File: config.mk
export PLATFORM = sky130hd
export DESIGN_NAME = conv_latency_monitor
export DESIGN_NICKNAME = d
export VERILOG_FILES = /design/src/rtl/clm_pkg.sv /design/src/rtl/clm_result_fifo.sv /design/src/rtl/conv_latency_monitor.sv
export SDC_FILE = /design/constraint.sdc
export NUM_CORES = 1
export LEC_CHECK = 0
export CORE_MARGIN = 3
export CORE_UTILIZATION = 54
export DETAILED_ROUTE_END_ITERATION = 12
export PLACE_DENSITY = 0.76
export SLEW_MARGIN = 20
export SYNTH_ARGS = -nofsm -noshare
export SYNTH_HDL_FRONTEND = slang
export SYNTH_SLANG_ARGS = --single-unit
File: constraint.sdc
create_clock -name clk -period 3.7 [get_ports clk]
set_clock_uncertainty 0.1 [all_clocks]
set_input_delay 0.74 -clock clk [delete_from_list [all_inputs] [get_ports clk]]
set_output_delay 0.74 -clock clk [all_outputs]
set_load 0.05 [all_outputs]
File: src/rtl/clm_pkg.sv
// Shared types and helpers for conv_latency_monitor.
//   - clm_state_e      : measurement FSM states
//   - rec_w / *_off    : result record width and field offsets
//   - argmin           : lowest index holding the minimum latency
package clm_pkg;

  typedef enum logic [1:0] {
    IDLE    = 2'd0,
    MEASURE = 2'd1,
    PUSH    = 2'd2
  } clm_state_e;

  localparam int ID_W      = 8;
  localparam int FAST_W    = 3;   // fastest-channel index, covers up to 8 channels
  localparam int MAX_CH    = 8;
  localparam int MAX_CNT_W = 16;  // argmin operand width; CNT_W must not exceed it

  // Record, MSB to LSB: id, fastest, faster[], timeout[], lat[N-1]..lat[0]
  function automatic int rec_w(input int n_ch, input int cnt_w);
    return ID_W + FAST_W + 2*n_ch + n_ch*cnt_w;
  endfunction

  function automatic int lat_off(input int k, input int cnt_w);
    return k*cnt_w;
  endfunction

  function automatic int tmo_off(input int n_ch, input int cnt_w);
    return n_ch*cnt_w;
  endfunction

  function automatic int fst_off(input int n_ch, input int cnt_w);
    return tmo_off(n_ch, cnt_w) + n_ch;
  endfunction

  function automatic int fidx_off(input int n_ch, input int cnt_w);
    return fst_off(n_ch, cnt_w) + n_ch;
  endfunction

  function automatic int id_off(input int n_ch, input int cnt_w);
    return fidx_off(n_ch, cnt_w) + FAST_W;
  endfunction

  // Strict '<' while scanning upward keeps the lowest index on ties.
  function automatic logic [FAST_W-1:0] argmin(
    input logic [MAX_CH-1:0][MAX_CNT_W-1:0] v,
    input int                               n_ch
  );
    logic [MAX_CNT_W-1:0] best;
    logic [FAST_W-1:0]    idx;
    best = v[0];
    idx  = '0;
    for (int i = 1; i < MAX_CH; i++) begin
      if (i < n_ch && v[i] < best) begin
        best = v[i];
        idx  = FAST_W'(i);
      end
    end
    return idx;
  endfunction

endpackage

File: src/rtl/clm_result_fifo.sv
// First-word-fall-through result FIFO, DEPTH x WIDTH.
//   push/wdata : write request; accepted when not full or when popping this clk
//   pop        : read request; ignored when empty
//   rdata      : head entry, forced to zero while empty
//   count      : entries held (0..DEPTH)
//   full/empty : occupancy flags
// DEPTH must be a power of two and at least 2 so the pointers wrap naturally.
module clm_result_fifo #(
  parameter int DEPTH = 8,
  parameter int WIDTH = 32
) (
  input  logic                     clk,
  input  logic                     rst,
  input  logic                     push,
  input  logic [WIDTH-1:0]         wdata,
  input  logic                     pop,
  output logic [WIDTH-1:0]         rdata,
  output logic [$clog2(DEPTH):0]   count,
  output logic                     full,
  output logic                     empty
);

  localparam int AW = $clog2(DEPTH);

  logic [DEPTH-1:0][WIDTH-1:0] mem;
  logic [AW-1:0]               wptr, rptr;
  logic                        rd_ok, wr_ok;

  assign empty = (count == '0);
  assign full  = (count == (AW+1)'(DEPTH));
  assign rd_ok = pop && !empty;
  // A full FIFO still takes a write when the head leaves in the same clk.
  assign wr_ok = push && (!full || rd_ok);

  always_ff @(posedge clk or posedge rst) begin
    if (rst) begin
      wptr  <= '0;
      rptr  <= '0;
      count <= '0;
    end else begin
      if (wr_ok) wptr <= wptr + 1'b1;
      if (rd_ok) rptr <= rptr + 1'b1;
      case ({wr_ok, rd_ok})
        2'b10:   count <= count + 1'b1;
        2'b01:   count <= count - 1'b1;
        default: ;
      endcase
    end
  end

  // Storage needs no reset; rdata is gated by empty.
  always_ff @(posedge clk) begin
    if (wr_ok) mem[wptr] <= wdata;
  end

  assign rdata = empty ? '0 : mem[rptr];

endmodule

File: src/rtl/conv_latency_monitor.sv
// Convergence-latency monitor. Each trans_start opens a window of up to
// MAX_CYC gamma cycles; each channel's latency is the first sampled cycle
// where its error is <= TOL. One record per window goes to a result FIFO.
//   clk, rst          : clock, async active-high reset
//   cycle_start       : gamma cycle boundary pulse (sampling strobe)
//   trans_start/id    : begin a measurement, tag latched on acceptance
//   err_in            : packed per-channel error, ch k at [k*ERR_W +: ERR_W]
//   busy              : measurement in progress (MEASURE or PUSH)
//   res_valid/ready   : FIFO head handshake; res_data is the head record
//   overflow          : sticky, a record was dropped on a full FIFO
//   collision         : sticky, trans_start arrived while busy
//   clr_flags         : clears overflow/collision; a same-clk set wins
module conv_latency_monitor
  import clm_pkg::*;
#(
  parameter int N_CH       = 2,
  parameter int ERR_W      = 8,
  parameter int CNT_W      = 8,
  parameter int TOL        = 5,
  parameter int MAX_CYC    = 10,
  parameter int REF_CH     = 0,
  parameter int EARLY_STOP = 1,
  parameter int DEPTH      = 8
) (
  input  logic                              clk,
  input  logic                              rst,
  input  logic                              cycle_start,
  input  logic                              trans_start,
  input  logic [7:0]                        trans_id,
  input  logic [N_CH*ERR_W-1:0]             err_in,
  output logic                              busy,
  output logic                              res_valid,
  input  logic                              res_ready,
  output logic [rec_w(N_CH, CNT_W)-1:0]     res_data,
  output logic                              overflow,
  output logic                              collision,
  input  logic                              clr_flags
);

  localparam int REC_W  = rec_w(N_CH, CNT_W);
  localparam int TMO_O  = tmo_off(N_CH, CNT_W);
  localparam int FST_O  = fst_off(N_CH, CNT_W);
  localparam int FIDX_O = fidx_off(N_CH, CNT_W);
  localparam int ID_O   = id_off(N_CH, CNT_W);
  localparam int AW     = $clog2(DEPTH);

  clm_state_e state_q, state_d;

  logic [ID_W-1:0]                   id_q;
  logic [CNT_W-1:0]                  cyc_cnt, cyc_nxt;
  logic [N_CH-1:0][CNT_W-1:0]        lat_q, lat_nxt, lat_fin;
  logic [N_CH-1:0]                   conv_mask, mask_nxt, hit;
  logic [N_CH-1:0]                   timeout, faster;
  logic [MAX_CH-1:0][MAX_CNT_W-1:0]  lat_ext;
  logic [FAST_W-1:0]                 fastest;
  logic [REC_W-1:0]                  rec;
  logic                              win_done, push_req, pop, drop, coll_evt;
  logic                              fifo_full, fifo_empty;
  logic [AW:0]                       fifo_cnt;

  // ---------------- per-channel convergence ----------------
  assign cyc_nxt = cyc_cnt + 1'b1;

  for (genvar k = 0; k < N_CH; k++) begin : g_ch
    logic [ERR_W-1:0] err;
    assign err         = err_in[k*ERR_W +: ERR_W];
    assign hit[k]      = !conv_mask[k] && (err <= ERR_W'(TOL));
    assign mask_nxt[k] = conv_mask[k] | hit[k];
    assign lat_nxt[k]  = hit[k] ? cyc_nxt : lat_q[k];
    // Unconverged channels report the full window and flag a timeout.
    assign lat_fin[k]  = conv_mask[k] ? lat_q[k] : CNT_W'(MAX_CYC);
    assign timeout[k]  = !conv_mask[k];
    // Reference channel compares against itself, so it is never faster.
    assign faster[k]   = conv_mask[k] && (lat_fin[k] < lat_fin[REF_CH]);
    assign lat_ext[k]  = MAX_CNT_W'(lat_fin[k]);
  end

  for (genvar k = N_CH; k < MAX_CH; k++) begin : g_pad
    assign lat_ext[k] = '0;
  end

  assign fastest = argmin(lat_ext, N_CH);

  assign win_done = cycle_start &&
                    ((cyc_nxt == CNT_W'(MAX_CYC)) ||
                     ((EARLY_STOP != 0) && (&mask_nxt)));

  // ---------------- FSM ----------------
  always_ff @(posedge clk or posedge rst) begin
    if (rst) state_q <= IDLE;
    else     state_q <= state_d;
  end

  always_comb begin
    state_d  = state_q;
    busy     = 1'b1;
    push_req = 1'b0;
    case (state_q)
      IDLE: begin
        busy = 1'b0;
        if (trans_start) state_d = MEASURE;
      end
      MEASURE: if (win_done) state_d = PUSH;
      PUSH: begin
        push_req = 1'b1;
        state_d  = IDLE;
      end
      default: state_d = IDLE;
    endcase
  end

  assign pop      = res_valid && res_ready;
  assign drop     = push_req && fifo_full && !pop;
  assign coll_evt = trans_start && (state_q != IDLE);

  // ---------------- datapath and sticky flags ----------------
  always_ff @(posedge clk or posedge rst) begin
    if (rst) begin
      id_q      <= '0;
      cyc_cnt   <= '0;
      lat_q     <= '0;
      conv_mask <= '0;
      overflow  <= 1'b0;
      collision <= 1'b0;
    end else begin
      case (state_q)
        IDLE: if (trans_start) begin
          // A cycle_start in this clk is deliberately not sampled.
          id_q      <= trans_id;
          cyc_cnt   <= '0;
          lat_q     <= '0;
          conv_mask <= '0;
        end
        MEASURE: if (cycle_start) begin
          cyc_cnt   <= cyc_nxt;
          lat_q     <= lat_nxt;
          conv_mask <= mask_nxt;
        end
        default: ;
      endcase

      if (drop)           overflow <= 1'b1;
      else if (clr_flags) overflow <= 1'b0;

      if (coll_evt)       collision <= 1'b1;
      else if (clr_flags) collision <= 1'b0;
    end
  end

  // ---------------- record assembly ----------------
  always_comb begin
    rec = '0;
    for (int k = 0; k < N_CH; k++) rec[lat_off(k, CNT_W) +: CNT_W] = lat_fin[k];
    rec[TMO_O  +: N_CH]   = timeout;
    rec[FST_O  +: N_CH]   = faster;
    rec[FIDX_O +: FAST_W] = fastest;
    rec[ID_O   +: ID_W]   = id_q;
  end

  clm_result_fifo #(
    .DEPTH (DEPTH),
    .WIDTH (REC_W)
  ) u_fifo (
    .clk   (clk),
    .rst   (rst),
    .push  (push_req),
    .wdata (rec),
    .pop   (pop),
    .rdata (res_data),
    .count (fifo_cnt),
    .full  (fifo_full),
    .empty (fifo_empty)
  );

  assign res_valid = !fifo_empty;

  // Occupancy and full flag must never disagree.
  a_full_cnt: assert property (@(posedge clk) disable iff (rst)
    fifo_full == (fifo_cnt == (AW+1)'(DEPTH)));

endmodule

Word-level counts from Yosys, hierarchy flattened
Index checks and enable logic that the tools add are counted.

storage, ports and cells
  flip-flop bits (word level) = 296
  output and inout bits = 35
  logic and storage cells = 106

operators by class
  add/sub/neg operators = 5
  order comparisons = 8
  equality and inequality tests = 11
  mux-type cells = 29
  bitwise gates (word level) = 2
  reduce and logical (&&, ||, !) cells = 32

operators with widths
  cell                                                             number
  bitwise mux 248 bit                                              1
  binary-select mux 31 bit (select 3 bit)                          1
  demux 31 bit (select 3 bit)                                      1
  two-way mux 31 bit                                               3
  two-way mux 8 bit                                                6
  two-way mux 16 bit                                               2
  case mux 16 bit (2 select lines)                                 1
  less-than comparator 8 bit                                       3
  less-or-equal comparator 8 x 3 -> 1 bit (second input constant)  2
  case mux 8 bit (2 select lines)                                  1
  logical AND 1 bit                                                12
  inequality test 2 bit (second input constant)                    5
  nonzero test 2 bit                                               5
  adder 8 x 1 -> 8 bit (second input constant)                     1
  == test 8 x 4 -> 1 bit (second input constant)                   1
  less-than comparator 3 x 4 -> 1 bit (second input constant)      2
  two-way mux 2 bit                                                4
  case mux 2 bit (2 select lines)                                  2
  case mux 4 bit (2 select lines)                                  1
  AND reduction 4 bit                                              2
  adder 3 x 1 -> 3 bit (second input constant)                     2
  two-way mux 1 bit                                                6
  AND reduction 2 bit                                              3
  zero test 1 bit                                                  5
  11 further kinds                                                 15

Longest topological paths before layout
Gate-level depths: netlist of the first run.

  word-level depth = 8
  depth in mapped cells = 12
  gate-level depth less buffers = 11

Cells and area by module
From an unflattened synthesis of the first run, not the netlist that was laid out.

unflattened totals
  cells, all modules = 625
  area total of the unflattened synthesis = 11986.5 um2

by module, submodules not included
  module                times used  cells each  area each (um2)
  clm_result_fifo       1           428         9909.5
  conv_latency_monitor  1           197         2077.0

Least setup slack after synthesis of the first run
No wires, ideal clock.

  path kind = input to register
  start point = in res_ready
  end point = reg u_fifo.mem[0] in the netlist's numbering, enable pin
  setup time = 448 ps
  data arrival time = 3267 ps
  required time = 3152 ps
  path slack = -115 ps
  stages on the path = 4
  path buffers = 0
  cell sequence = nand3b_1 -> nor3b_2 -> nand2b_1 -> nor3_1

between the ends
  word-level cells in the longest chain between the ends = 4

RTL lines
  element                        RTL line                     text
  start, declared                conv_latency_monitor.sv:33   input logic res_ready,
  logical AND 1 bit              conv_latency_monitor.sv:112  assign pop = res_valid && res_ready;
  logical AND 1 bit              clm_result_fifo.sv:31        assign rd_ok = pop && !empty;
  logical OR 1 bit               clm_result_fifo.sv:33        assign wr_ok = push && (!full || rd_ok);
  logical AND 1 bit              clm_result_fifo.sv:33
  end signal, assigned by index  clm_result_fifo.sv:53        if (wr_ok) mem[wptr] <= wdata;
  end, declared                  clm_result_fifo.sv:25        logic [DEPTH-1:0][WIDTH-1:0] mem;

No other way between the ends.
A chain may end at the register's enable or synchronous reset.

Final worst setup path of the first run
  start point = reg u_fifo.rptr[0]
  end point = out res_data[19]

between the ends
  word-level cells in the longest chain between the ends = 3

RTL lines
  element                                   RTL line                    text
  start, declared                           clm_result_fifo.sv:26       logic [AW-1:0] wptr, rptr;
  start signal, assigned                    clm_result_fifo.sv:42       if (rd_ok) rptr <= rptr + 1'b1;
  binary-select mux 31 bit (select 3 bit)   clm_result_fifo.sv:56       assign rdata = empty ? '0 : mem[rptr];
  two-way mux 31 bit (not written as such)  clm_result_fifo.sv:56
  two-way mux 31 bit                        clm_result_fifo.sv:56
  end, declared                             conv_latency_monitor.sv:34  output logic [rec_w(N_CH, CNT_W)-1:0] res_data,

No other way between the ends. The select of a mux whose other input is x is not followed.

==> metrics.md, run 1 <==
| Metric | Value |
|---|---|
| Final Cell Area | 13200 um^2 |
| Synthesis warning total | 0 |
| Die height | 150.0 um |
| Share of layout cells above drive strength 1 | 24.66% |
| Largest net degree at the start of global routing | 35 |
| Max-cap viol count | 0 |
| CTS tree | yes |
| Wirelength per Cell | 22.60 um |
| Commonest cells after routing, fill and taps aside | 224 x edfxtp_1, 56 x mux4_2, 45 x dfrtp_1, 38 x nor2_1, 32 x clkdlybuf4s50_1 |
| Final HPWL from detailed placement | 13870 um |
| Slowest cell on the critical path | clkdlybuf4s50_1 |
| Final setup fails | 0 |
| DIE AREA | 22490 um^2 |
| Worst setup EP type | primary output |
| Hold WS | 0.3867 ns |
| CTS clk-pin slew, worst paths | 0.06 ns |
| Antenna cells | 0 |
| Initial drt markers | 561 |
| Clk root buf | clkbuf_16 |
| Drt drc | 0 |
| Pwr Density | 773.4 nW/um^2 |
| Placed inst area | 12300 um^2 |
| Die Width | 150.0 um |
| Clk buf depth | 3 |
| Critical path cell sequence | mux4_2 -> mux2i_1 -> nor2_1 -> clkdlybuf4s50_1 |
| Via Count | 5865 |
| Mapped cell area | 11190 um^2 |
| Worst-path maximum fanout | 13 |
| Pre-CTS WS | 0.3075 ns |
| # fillers | 1380 |
| Critical Path AT | 2.69 ns |
| Slew Viols, Final | 0 |
| Number of global-route vias before repair | 6151 |
| Final min period | 3.527 ns |
| Synth Area in Compound Gates | 2.605% |
| Async S/R FF share, synth | 17.65% |
| Final Util | 65.03% |
| Simple-Gate Fraction of Synth Area | 5.379% |
| Initial Util | 55.12% |
| First-pass GRT wire length | 35600 um |
| I/O Buffers | 59 |
| Routability Congestion | 0.8528 |
| Maximum VDD drop | 0.5302 mV |
| Worst slew margin | 49.08% |
| FMAX | 283.5 MHz |
| Post-Route WL | 22510 um |
| Final WS setup | 0.1730 ns |
| Startpoint types | register |
| Adder-Cell Fraction of Synth Area | 1.565% |
| Buf+Inv Stages, Crit Path | 1 |
| Final Hold Vio Count | 0 |
| TNS Setup | 0 ns |
| Mux contribution to synthesized area | 16.28% |
| Worst min-delay path class | register to register |
| Status | complete, no violations |
| Post-placement cell count | 947 |
| Leading cell type in the layout, fill and taps excluded | edfxtp_1 |
| Mapped Cells | 612 |
| Register area share after synthesis | 70.85% |
| Pre-antenna DRT Iters | 5 |
| Crit path kind | register to primary output |
| Total power | 10.21 mW |
| Worst slew pin tran | 0.7627 ns |
| Area Overhead vs Synth | 17.98% |
| DRT antenna net count | 0 |
| Clk Latency, worst-skew pair | 0.51 ns |
| Mean Syn Cell Area | 18.28 um^2 |
| Unrepaired setup endpoints after global routing | no |
| Top FF cell, synth | edfxtp_1 |
| Crit path largest cell delay | 0.71 ns |
| Vias per cell | 5.889 |
| Leakage | 4.901 nW |
| Post-synthesis xor/xnor area fraction | 1.252% |
| H-tree Lvls | 1 |
| Ports | 65 |
| Tcrit/Tclk final | 95.32% |
| Row Count | 52 |
| Initial antenna violation count | 0 |
| Clock Sinks | 272 |
| Fin nets | 750 |
| EDFF count, synth | 224 |
| GRT Residual Overflow | 0 |
| Synth cell types | 49 |
| Required time of the critical path | 2.86 ns |
| GRT Total Usage | 20.94% |
| Delay-heaviest family, CP | multiplexers |
| Layout Cells excl Fill | 996 |
| Largest family of logic cells by synthesized area | multiplexers |
| Synthesis-stage register bit count | 272 |
| Core footprint | 20300 um^2 |
| CTS Buf Count | 26 |
worst register-to-register path: cells and delay by family (launching register included):
family,cells,cell delay [ns]
flip-flops,1,0.48
AO/OA/AOI/OAI,2,0.31
buffers and inverters,1,0.25
AND/OR/NAND/NOR,4,1.07
XOR/XNOR,1,0.19
adder cells (fa/ha/maj),1,0.34
sequential cells by signal (all words and copies together), names as in the netlist:
register and count:
id_q 8, u_fifo.wptr 3, conv_mask 2, overflow 1
collision 1, lat_q 16, cyc_cnt 8, u_fifo.rptr 3
u_fifo.count 4, state_q 2, u_fifo.mem 224
what timing repair did:
item	4_1_cts	5_1_grt
buffers inserted	1	0
hold buffers	0	0
setup endpoints to repair	26	16
resized for setup	12	16
cell families after synthesis:
group | after synthesis
AOI/OAI and AO/OA | 42
xor gates and xnor gates | 16
adders and majority gates | 14
buffers and inverters | 47
DFF | 272
muxes | 109
other | 1
and+or+nand+nor | 111
cell usage after synthesis, types with 11 or more instances:
master    instances  area, um^2
inv_1            19       71.32
buf_2            11       55.05
edfxtp_1        224        6726
mux2_2           24       270.3
nand2_1          15       56.30
mux2i_1          29       290.3
o21ai_0          14       70.07
dfrtp_1          48        1201
ha_1             14       175.2
mux4_2           56        1261
nor2_1           44       165.2
layout make-up:
cell class	instances	area (um^2)	area share (%)
Timing Repair Buffer	92	922.1	6.985
Multi-Input combinational cell	295	3085	23.37
Inverter	19	71.32	0.5402
Clock inverter	13	112.6	0.8530
Sequential cell	272	7936	60.12
Tap cell	270	337.8	2.559
Clock buffer	35	735.7	5.573
routing by layer:
layer | up-vias | routed length, um | GRT usage [%]
met3 | 34 | 1377 | 3.119
met1 | 3029 | 9506 | 30.99
met4 | 0 | 359 | 4.758
met2 | 226 | 11270 | 33.66
li1 | 2576 | - | -
met5 | - | 0 | 0
path summary, 6_finish.rpt:
check	from	endpoint	slack, ns	cells after the start
min reg2reg	lat_q[8]	lat_q[8]	0.39	1
max	u_fifo.rptr[0]	res_data[19]	0.17	4
min	lat_q[8]	lat_q[8]	0.39	1
max reg2reg	u_fifo.count[1]	u_fifo.count[3]	0.88	9
max in group asynchronous	rst	cyc_cnt[4]	2.27	3
min in group asynchronous	rst	id_q[4]	0.58	2
report_power, final:
part           internal, mW  switching (mW)
logic                  1.50            2.11
registers              3.65           0.359
clock network          1.53            1.06
total                  6.68            3.53
No activity file was read; power rests on OpenSTA's default activity.
==> run 2, diff against run 1 <==
--- a/config.mk
+++ b/config.mk
@@ -8,6 +8,7 @@
 export CORE_MARGIN = 3
 export CORE_UTILIZATION = 54
 export DETAILED_ROUTE_END_ITERATION = 12
+export HOLD_SLACK_MARGIN = 0.06
 export PLACE_DENSITY = 0.76
 export SLEW_MARGIN = 20
 export SYNTH_ARGS = -nofsm -noshare
==> results of run 2 <==
Final layout, timing and power as in run 1 (identical DEF).
==> RTL change: new RTL, settings of run 2 <==
Put one more register stage on the output `overflow`, cleared by the reset. The value now appears one clock later. The other outputs are not delayed to match.
--- a/src/rtl/conv_latency_monitor.sv
+++ b/src/rtl/conv_latency_monitor.sv
@@ -43,6 +43,8 @@
   localparam int FIDX_O = fidx_off(N_CH, CNT_W);
   localparam int ID_O   = id_off(N_CH, CNT_W);
   localparam int AW     = $clog2(DEPTH);
+
+  logic overflow_s0;
 
   clm_state_e state_q, state_d;
 
@@ -120,7 +122,7 @@
       cyc_cnt   <= '0;
       lat_q     <= '0;
       conv_mask <= '0;
-      overflow  <= 1'b0;
+      overflow_s0 <= 1'b0;
       collision <= 1'b0;
     end else begin
       case (state_q)
@@ -139,8 +141,8 @@
         default: ;
       endcase
 
-      if (drop)           overflow <= 1'b1;
-      else if (clr_flags) overflow <= 1'b0;
+      if (drop)           overflow_s0 <= 1'b1;
+      else if (clr_flags) overflow_s0 <= 1'b0;
 
       if (coll_evt)       collision <= 1'b1;
       else if (clr_flags) collision <= 1'b0;
@@ -178,5 +180,13 @@
   a_full_cnt: assert property (@(posedge clk) disable iff (rst)
     fifo_full == (fifo_cnt == (AW+1)'(DEPTH)));
 
+  always_ff @(posedge clk or posedge rst) begin
+    if (rst) begin
+      overflow <= '0;
+    end else begin
+      overflow <= overflow_s0;
+    end
+  end
+
 endmodule
 
Behaviour: no difference found for any inputs over 4 cycles, from zero or initial values and one cycle with rst high; that may be too few to reach the edited logic, so the function may still have changed.
==> RTL change against run 2 <==
Power is 3.5% lower; wire length grew 1.3%; global-route usage rose by 0.30 points; final area fell by 1.1%; area after synthesis fell by 0.58%; sequential share of layout area rose by 0.86 points; synthesized cell count fell by 0.98%; maximum frequency is 1.6% lower; critical path depth unchanged; sequential cell count grew 1; setup slack lost 0.057 ns; register-to-register slack worse by 0.25 ns; combinational power is 9.1% lower; critical endpoint is now res_data[6]; largest power group unchanged.
==> RTL change: results (changes against run 2) <==
* Status: completed
* Final std cells w/o fill at 980 (-1.6%)
* Final worst slack at 0.1158 ns (-0.05722 ns)
* GR Util met1 at 27.91% (-3.1 points)
* Sw Share at 34.42% (-0.11 points)
* CP endpoint: res_data[6]
* Peak VDD IR at 432.6 uV (-18%)
* Crit path DAT at 2.74 ns (+0.05 ns)
* WL/cell at 23.27 um (+3.0%)
* Seq/Total Area, Yosys at 71.49% (+0.64 points)
* Largest net degree at the start of global routing at 34 (-2.9%)
* Vias in the first global route at 6213 (+1.0%)
* Nets at 738 (-1.6%)
* Share of post-route cells with drive strength above 1 at 23.08% (-1.6 points)
* M3 GR Usage at 3.028% (-0.091 points)
* Clock Latency Late Sink at 0.53 ns (+0.02 ns)
* Initial antenna violation count at 0 (unchanged)
* DP Worst Slack at 0.4476 ns (+0.1401 ns)
* Post-CTS setup buffers at 0 (-1)
* CTS max path bufs at 3 (unchanged)
* R2r setup slk at 0.63 ns (-0.25 ns)
* RR Endpoint: u_fifo.mem[50]
* Comb group at 3.28 mW (-9.1%)
* Flop pwr share at 40.9% (+1.6 points)
* Met2 wire length at 12.01 mm (+6.6%)
* GP Congestion at 0.8570 (+0.49%)
* DRT iter0 DRCs at 435 (-22%)
* Worst R2R Path Depth at 6 (-3)
* Reg-to-Reg Start: conv_mask[1]
* Top Registers: u_fifo.mem x224, lat_q x16
* Normalized max-slew margin at 44.73% (-4.3 points)
* GRT Overall Usage at 21.25% (+0.30 points)
* Post-DP HPWL at 13.93 mm (+0.48%)
* Placed cell areas at 12230 sq um (-0.55%)
* DR vias/cell at 5.853 (-0.60%)
* Routed length on met1 at 9.310 mm (-2.1%)
* Met3 wire len at 1.011 mm (-27%)
* First-pass GRT wire length at 35.78 mm (+0.48%)
* Largest cells by area after synthesis: edfxtp_1 (60%), mux4_2 (11%), dfrtp_1 (11%)
* Distinct cell type count after synthesis at 48 (-2.0%)
* Total CTS buffers at 27 (+3.8%)
* DRT Pass-1 Iters at 5 (unchanged)
* Power Density at 754.8 nW/um^2 (-2.4%)
* Met2 Usage GRT at 37.67% (+4.0 points)
* WHS Path Cells at 0 (-1)
* Async S/R FF share, synth at 17.95% (+0.30 points)
* Mean post-synth cell area at 18.36 sq um (+0.40%)
* Most instantiated cells after synthesis: edfxtp_1 (224), mux4_2 (56), nor2_1 (51), dfrtp_1 (49), mux2i_1 (29)
* Fill cell count at 1299 (-5.9%)
* Leakage at 4.912 nW (+0.21%)
==> RTL change: changes by cell type after synthesis, moves of 3 or more <==
| cell | change |
|---|---|
| nor2_1 | +7 |
| clkbuf_1 | +5 |
| o41ai_1 | -3 |
| buf_4 | -6 |
| nand3_1 | -3 |
| a22o_1 | +5 |
| o21ai_0 | -10 |
| a211oi_1 | +3 |
| nand3b_1 | -3 |
==> RTL change: layout make-up <==
cell class                      instances  area [sq um]  area share (%)
Sequential cell                       273          7959           60.98
Multi-Input combinational cell        289          3012           23.07
Timing Repair Buffer                   86         859.6           6.586
Clock buffer                           36         709.4           5.435
Tap cell                              265         331.6           2.540
Clock inverter                         14         117.6          0.9011
Inverter                               17         63.81          0.4889
==> RTL change: worst reg2reg max path: stages, from the launching register on <==
cell and delay (ns):
dfrtp_1 0.52, and2_1 0.40, ha_1 0.32, a21o_1 0.19, a21o_1 0.18, a221o_1 0.37
nor3_1 0.68
==> RTL change: worst min path at each step <==
stage / start / endpoint / slack [ns]
floorplan: overflow_s0 / overflow / 0.26
global placement: overflow_s0 / overflow / 0.27
detailed placement: overflow_s0 / overflow / 0.28
CTS: overflow_s0 / overflow / 0.29
global route: overflow_s0 / overflow / 0.30
finish: overflow_s0 / overflow / 0.28
==> RTL change: logic make-up after synthesis <==
| logic type | count (synthesis) | share of synthesized area [%] |
|---|---|---|
| DFF | 273 | 71.49 |
| adders and majority gates | 14 | 1.575 |
| xor gates and xnor gates | 15 | 1.181 |
| muxes | 109 | 16.38 |
| AOI/OAI and AO/OA | 38 | 2.553 |
| other | 1 | 0.03371 |
| buffers and inverters | 46 | 1.901 |
| and+or+nand+nor | 110 | 4.893 |
==> RTL change: timing repair <==
action	4_1_cts	5_1_grt
setup endpoints to repair	17	7
endpoints found under the hold margin	0	0
resized for setup	17	7
